### config.mk
export PLATFORM = sky130hd
export DESIGN_NAME = load_use_scoreboard
export DESIGN_NICKNAME = d
export VERILOG_FILES = /design/src/rtl/load_use_scoreboard.sv
export SDC_FILE = /design/constraint.sdc
export NUM_CORES = 1
export LEC_CHECK = 0
export BUFFER_PORTS_ARGS = -buffer_cell sky130_fd_sc_hd__buf_4
export CORE_ASPECT_RATIO = 1.5
export CORE_MARGIN = 2
export CORE_UTILIZATION = 35
export DETAILED_ROUTE_END_ITERATION = 7
export PLACE_DENSITY = 0.55
export SLEW_MARGIN = 30
export SYNTH_ARGS = -nofsm -noshare
export SYNTH_HDL_FRONTEND = slang
export SYNTH_HIERARCHICAL = 1
export SYNTH_SLANG_ARGS = --single-unit
### constraint.sdc
create_clock -name clk -period 1.9 [get_ports clk]
set_input_delay 0.19 -clock clk [delete_from_list [all_inputs] [get_ports clk]]
set_output_delay 0.19 -clock clk [all_outputs]
set_load 0.05 [all_outputs]
### src/rtl/load_use_scoreboard.sv
// Load-use scoreboard: per-register countdown of cycles until a pending load
// result becomes forwardable; stalls fetch/decode while a used source operand
// is still pending. Optional stall statistics are compiled in with the macro
// HDU_STALL_STATS_EN (adds stall_cycles / stall_events outputs).

// One register's countdown: restarts on a load, drains to zero, flush clears.
module lus_reg_cnt #(
  parameter int CW       = 1,
  parameter int LOAD_LAT = 1
) (
  input  logic          clk,
  input  logic          rst_n,
  input  logic          flush,
  input  logic          load_set,
  output logic [CW-1:0] cnt_q
);
  localparam logic [CW-1:0] LAT_V = CW'(LOAD_LAT);
  logic [CW-1:0] cnt_d;

  // Flush wins, then a new load restarts the count, otherwise drain to zero.
  always_comb begin
    cnt_d = cnt_q;
    if (flush)               cnt_d = '0;
    else if (load_set)       cnt_d = LAT_V;
    else if (cnt_q != '0)    cnt_d = cnt_q - CW'(1);
  end

  // Counter state.
  always_ff @(posedge clk or negedge rst_n)
    if (!rst_n) cnt_q <= '0;
    else        cnt_q <= cnt_d;
endmodule

module load_use_scoreboard #(
  parameter int REG_AW   = 3,
  parameter int NSRC     = 2,
  parameter int LOAD_LAT = 1,
  localparam int NUM_REGS = 2**REG_AW
) (
  input  logic                   clk,
  input  logic                   rst_n,
  input  logic                   dec_valid,
  input  logic [NSRC*REG_AW-1:0] dec_src_addr,
  input  logic [NSRC-1:0]        dec_src_used,
  input  logic [REG_AW-1:0]      dec_dest,
  input  logic                   dec_is_load,
  input  logic                   flush,
  output logic                   stall_fetch,
  output logic                   stall_decode,
  output logic [NUM_REGS-1:0]    busy_vec
`ifdef HDU_STALL_STATS_EN
  ,
  output logic [31:0]            stall_cycles,
  output logic [15:0]            stall_events
`endif
);
  localparam int CW = $clog2(LOAD_LAT + 2);

  logic [NUM_REGS-1:0][CW-1:0] cnt;
  logic [NUM_REGS-1:0]         load_set;
  logic                        src_hit, hazard, accept;

  // A source only matters when the instruction really reads that field.
  always_comb begin
    src_hit = 1'b0;
    for (int i = 0; i < NSRC; i++)
      if (dec_src_used[i] && busy_vec[dec_src_addr[i*REG_AW +: REG_AW]])
        src_hit = 1'b1;
  end

  assign hazard       = dec_valid && !flush && src_hit;
  assign accept       = dec_valid && !flush && !hazard;
  assign stall_fetch  = hazard;
  assign stall_decode = hazard;

  genvar r;
  generate
    for (r = 0; r < NUM_REGS; r++) begin : g_reg
      assign load_set[r] = accept && dec_is_load && (dec_dest == REG_AW'(r));
      assign busy_vec[r] = (cnt[r] != '0);
      lus_reg_cnt #(.CW(CW), .LOAD_LAT(LOAD_LAT)) u_cnt (
        .clk      (clk),
        .rst_n    (rst_n),
        .flush    (flush),
        .load_set (load_set[r]),
        .cnt_q    (cnt[r])
      );
    end
  endgenerate

`ifdef HDU_STALL_STATS_EN
  logic [31:0] stall_cycles_q, stall_cycles_d;
  logic [15:0] stall_events_q, stall_events_d;
  logic        hazard_prev_q,  hazard_prev_d;

  // Count stalled cycles and stall episodes (rising edges of hazard); flush does not clear.
  always_comb begin
    stall_cycles_d = stall_cycles_q;
    stall_events_d = stall_events_q;
    hazard_prev_d  = hazard;
    if (hazard)                   stall_cycles_d = stall_cycles_q + 32'd1;
    if (hazard && !hazard_prev_q) stall_events_d = stall_events_q + 16'd1;
  end

  // Statistics registers, cleared only by reset.
  always_ff @(posedge clk or negedge rst_n)
    if (!rst_n) begin
      stall_cycles_q <= '0;
      stall_events_q <= '0;
      hazard_prev_q  <= 1'b0;
    end else begin
      stall_cycles_q <= stall_cycles_d;
      stall_events_q <= stall_events_d;
      hazard_prev_q  <= hazard_prev_d;
    end

  assign stall_cycles = stall_cycles_q;
  assign stall_events = stall_events_q;
`endif
endmodule
After elaboration in Yosys (flattened, before gate mapping)

Index checks and enable logic that the tools add are counted.

Output and inout bits: 10
Input bits: 16
Flip-flop bits (word level): 16
Logic and storage cells: 88

Mux-type cells: 30
Reduce and logical (&&, ||, !) cells: 33
$add $sub $neg: 8
$lt $le $gt $ge: 2
Eq/ne operators: 7

Operators with widths:

| kind                                                                          | count |
|---|---|
| 2-bit two-way mux                                                             | 24 |
| 3-bit nonzero test                                                            | 8 |
| 2-bit nonzero test                                                            | 8 |
| 2-bit by 1-bit subtractor with 2-bit output (second input constant)           | 8 |
| 1-bit logical AND                                                             | 14 |
| 3-bit == test (second input constant)                                         | 4 |
| 3-bit by 4-bit less-than comparator with 1-bit output (second input constant) | 2 |
| 1-bit binary-select mux with 3-bit select                                     | 2 |
| 3-bit by 2-bit == test with 1-bit output (second input constant)              | 2 |
| 1-bit two-way mux                                                             | 4 |
| 3-bit by 1-bit == test with 1-bit output (second input constant)              | 1 |
| 3-bit zero test                                                               | 1 |
| 1-bit zero test                                                               | 2 |

Logic depth before layout (Yosys ltp)

Depth in word-level cells: 13
Gate-level depth with buffers: 7
Depth with buffers taken out: 6

Hierarchy

The synthesis kept the hierarchy.

Modules (own cells, without submodules):

| module              | area each (µm²) | cells each | sequential area each (µm²) | instances |
|---|---|---|---|---|
| lus_reg_cnt         | 103.8           | 10         | 50.0                       | 8 |
| load_use_scoreboard | 364.1           | 56         | 0.0                        | 1 |

Worst setup path after synthesis

No wires, ideal clock.

Path kind: register to output
Start point: reg g_reg[6].u_cnt.cnt_q[0]
End point: out stall_fetch
Cell stages (with the launch flop): 7
Required time: 1.710 ns
Path slack: -0.494 ns
Arrival time: 2.204 ns
Path buffers: 2
Path through: dfrtp_1 -> or2_1 -> or3b_1 -> a32o_1 -> buf_6 -> o21a_1 -> buf_4

Cells in the longest elaborated chain, start to end: 7

RTL lines:

| item                                      | RTL line | RTL |
|---|---|---|
| from (decl)                               | 15       | `output logic [CW-1:0] cnt_q` |
| from (signal assigned)                    | 31       | `else cnt_q <= cnt_d;` |
| 2-bit nonzero test *                      | 80       | `assign busy_vec[r] = (cnt[r] != '0);` |
| net busy_vec[6]                           | 50       | `output logic [NUM_REGS-1:0] busy_vec` |
| 1-bit binary-select mux with 3-bit select | 67       | `if (dec_src_used[i] && busy_vec[dec_src_addr[i*REG_AW +: REG_AW]])` |
| 1-bit two-way mux (not written as such)   | 67       |  |
| 1-bit logical AND                         | 67       |  |
| 1-bit two-way mux                         | 67       |  |
| 1-bit two-way mux *                       | 67       |  |
| 1-bit logical AND *                       | 71       | `assign hazard = dec_valid && !flush && src_hit;` |
| to (decl)                                 | 48       | `output logic stall_fetch,` |

Mark *: on every way through the listed nets, which the timed path passes. The rest lies on a longest branch. The select of a mux whose other input is x is not followed.

Worst setup path in the final report

Start point: reg g_reg[6].u_cnt.cnt_q[0]
End point: out stall_decode

Cells in the longest elaborated chain, start to end: 7

RTL lines:

| item                                      | RTL line | RTL |
|---|---|---|
| 2-bit nonzero test *                      | 80       |  |
| 1-bit binary-select mux with 3-bit select | 67       |  |
| 1-bit two-way mux (not written as such)   | 67       |  |
| 1-bit logical AND                         | 67       |  |
| 1-bit two-way mux                         | 67       |  |
| 1-bit two-way mux *                       | 67       |  |
| 1-bit logical AND *                       | 71       |  |
| to (decl)                                 | 49       | `output logic stall_decode,` |

Mark *: on every way between the ends. The rest lies on a longest branch, timed or not. The select of a mux whose other input is x is not followed.

==> flow_summary.yaml <==
clock_network:
  cts_buffer_depth: 2
  clock_latency_ns: 0.26
  h-tree-depth: 1
  cts_made_buffers: 3
  cts_root_buffer: "clkbuf_8"
  cts_tree: "done"
  clk_pin_slew_worst_paths_ns: 0.06
  cts.sinks: 16
routing:
  antenna_left: 0
  drt-met1-wl_mm: 1.251
  top_layer: "met4"
  wirelength_mm: 3.302
  drt-initial-drc-count: 6
  drc_errors: 0
  wl_met3_um: 137
  post_drt_wl_per_cell_um: 14.74
  drtPass1Iterations: 4
  vias_per_cell: 5.196
  routed-wl-met2_mm: 1.812
  vias: 1164
cells_and_area:
  diodes: 0
  largest_reg_flops: 16
  drive_gt1_frac: 0.3901
  reg.largest.list: "g.u_cnt/cnt_q (16)"
  largest-register: "g.u_cnt/cnt_q"
  synthToLayoutAreaGrowth_pct: 47.43
  layout.nets: 208
  fin_area_sq_um: 1762
worst_setup_path:
  startpoint_type: "flip-flop"
  end_kind: "primary output"
  crit_required_ns: 1.71
  crit_type: "flip-flop to primary output"
  critPathMaxFanout: 6
  critPathArrivalTime_ns: 1.92
synthesis:
  synth_top_area_cell: "dfrtp_1"
  synthArstFlopShare: 1.000
  synth_mux_area_frac: 0
  synth_cell_types: 29
  synth-compound-area-share: 0.1738
  synth-edff-count: 0
  ys_seq_elements: 16
  syn_avg_cell_area_sq_um: 8.786
  ys_warn_count: 6
  yosys.area_share.xor_xnor: 0.05864
  synth_top_area_share: 0.3351
  synthTopCellsByArea: "dfrtp_1 34%, inv_1 8.5%, ha_1 8.4%, a2111oi_1 6.7%, xor2_1 5.9%"
  yosysMostFrequentCell: "inv_1"
  synthAdderAreaFrac: 0.08377
  synth_ff_type: "dfrtp_1"
  synth_commonest_cells: "27 x inv_1, 16 x dfrtp_1, 10 x nor2b_1"
  yosysSeqAreaShare: 0.3351
  synthCells: 136
  synth-simple-area-share: 0.2450
  syn_nets: 160
  synth_top_family_by_area: "simple AND/OR/NAND/NOR gates"
  syn_area_sq_um: 1195
min_path:
  min_path_type: "input pin to flip-flop"
timing:
  worst-slew-pin-transition_ns: 0.3927
  final.min_clock_period_ns: 2.109
  relSlewSlack: 0.7358
  period_share: 1.110
  fin_skew_ns: 0.001252
  timing.fmax_mhz: 474.2
  finalSetupViolCount: 15
  rsz0062_at_grt: "true"
  final-hold-violation-count: 0
  fin_ws_ns: -0.2087
  slew_violations: 0
  tns_ns: -1.539
placement:
  placed_area_sq_um: 1520
  gp_congestion: 0.7273
  io_buffers: 25
  place_hpwl_mm: 2.346
outcome:
  violations: "negative setup slack"
  status: "finished, violations left"
power_and_ir_drop:
  power_switching_uw: 1174
  power_frac_seq: 0.236
  internal-power_uw: 1296
  p_comb_frac: 0.654
  ir_worst_vdd_mv: 0.8507
  clkPwrFrac: 0.110
  p_sw_frac: 0.4753
  powerDensity_nw_per_um2: 1402
  p_leak_uw: 0.0007758
run:
  maxCapViolCount: 0
global_route:
  grt_usage: 0.1751
  grt_max_degree: 18
  antenna_found_initial: 0
  grt_pass1_wl_mm: 5.071
  overflow: 0
  grt_pass1_vias: 1155
die:
  fp-row-count: 26
  initial_core_util: 0.3566
  fp.dieW_um: 51.71
  dieArea_sq_um: 3907
  io_pins: 26
  die_y_um: 75.56
  core_area_sq_um: 3351
## layout make-up
type                    count  area [sq um]
inverters                  27         101.3
well taps                  42         52.55
flip-flops and latches     16         400.4
fillers                   311          1589
clock buffers               3         41.29
multi-input cells          90         807.0
repair buffers             46         359.1
## critical path: stages, from the launching register on
cell	delay [ns]
dfrtp_1	0.38
or2_4	0.25
or3b_1	0.35
a32o_2	0.30
o21a_4	0.22
buf_6	0.15
## metrics by stage
step           power (uW)  utilization  hold slack (ns)  std cells  setup slack, ns
6_report             2470       0.5258           0.2844        224          -0.2087
5_1_grt              2655       0.5258           0.3011        224          -0.2604
4_1_cts              2346       0.4806           0.2382        219          -0.2060
3_5_place_dp         2037       0.4537          0.07293        213          -0.1402
3_3_place_gp         1977       0.4537          0.06533        213          -0.1007
2_1_floorplan        1620            -          -0.1056        136          -0.1491
## worst paths after layout
path,from,end,slack [ns],cells after the start
worst max-delay path,g_reg[6].u_cnt/cnt_q[0],stall_decode,-0.21,5
max in group asynchronous,rst_n,g_reg[2].u_cnt/cnt_q[0],1.38,2
worst min register to register,g_reg[7].u_cnt/cnt_q[1],g_reg[7].u_cnt/cnt_q[1],0.57,2
worst min-delay path,dec_dest[0],g_reg[2].u_cnt/cnt_q[0],0.28,4
worst max register to register,g_reg[2].u_cnt/cnt_q[0],g_reg[1].u_cnt/cnt_q[0],-0.18,8
min in group asynchronous,rst_n,g_reg[4].u_cnt/cnt_q[0],0.33,2
## cell usage in the layout (no fill, tap or decap), drive strengths merged
cell	synthesis	routed
buf	2	45
inv	27	27
dfrtp	16	16
nor2b	10	10
xor2	8	8
a2111oi	8	8
ha	8	8
nor4	8	8
a21oi	8	8
or2	6	6
nor3b	4	4
nor3	4	4
o21bai	4	4
nor2	3	3
nand2	3	3
clkbuf	1	3
nor4b	3	3
a31oi	2	2
a311oi	2	2
a32o	2	2
or3b	2	2
nand2b	1	1
nand3b	1	1
or3	1	1
nand4	1	1
o21a	1	1
dlygate4sd3	0	1
## cells by family (layout without fill, tap and decap cells)
| logic type | after synthesis | after routing |
|---|---|---|
| AND/OR/NAND/NOR | 47 | 47 |
| buffers and inverters | 30 | 76 |
| AO/OA/AOI/OAI | 27 | 27 |
| flip-flops | 16 | 16 |
| adder cells (fa/ha/maj) | 8 | 8 |
| XOR/XNOR | 8 | 8 |
## timing repair
item,CTS,global route
endpoints found under the setup margin,16,18
pin swaps,2,2
hold buffers,1,0
resized for setup,5,19
endpoints found under the hold margin,16,0
buffers inserted,3,5
## power groups by stage
stage | clock network [uW] | registers (uW) | logic, uW
after floorplan | 0 | 571 | 1050
after global placement | 0 | 578 | 1400
after detailed placement | 0 | 588 | 1450
after CTS | 275 | 582 | 1490
after global routing | 287 | 611 | 1760
final | 271 | 584 | 1620
## layer usage
layer / track usage / vias to the layer above
li1: - / 573
met1: 0.1968 / 552
met2: 0.3219 / 32
met3: 0.01373 / 7
met4: 0.09942 / 0
met5: 0 / -
(Power assumes the default switching activity.)
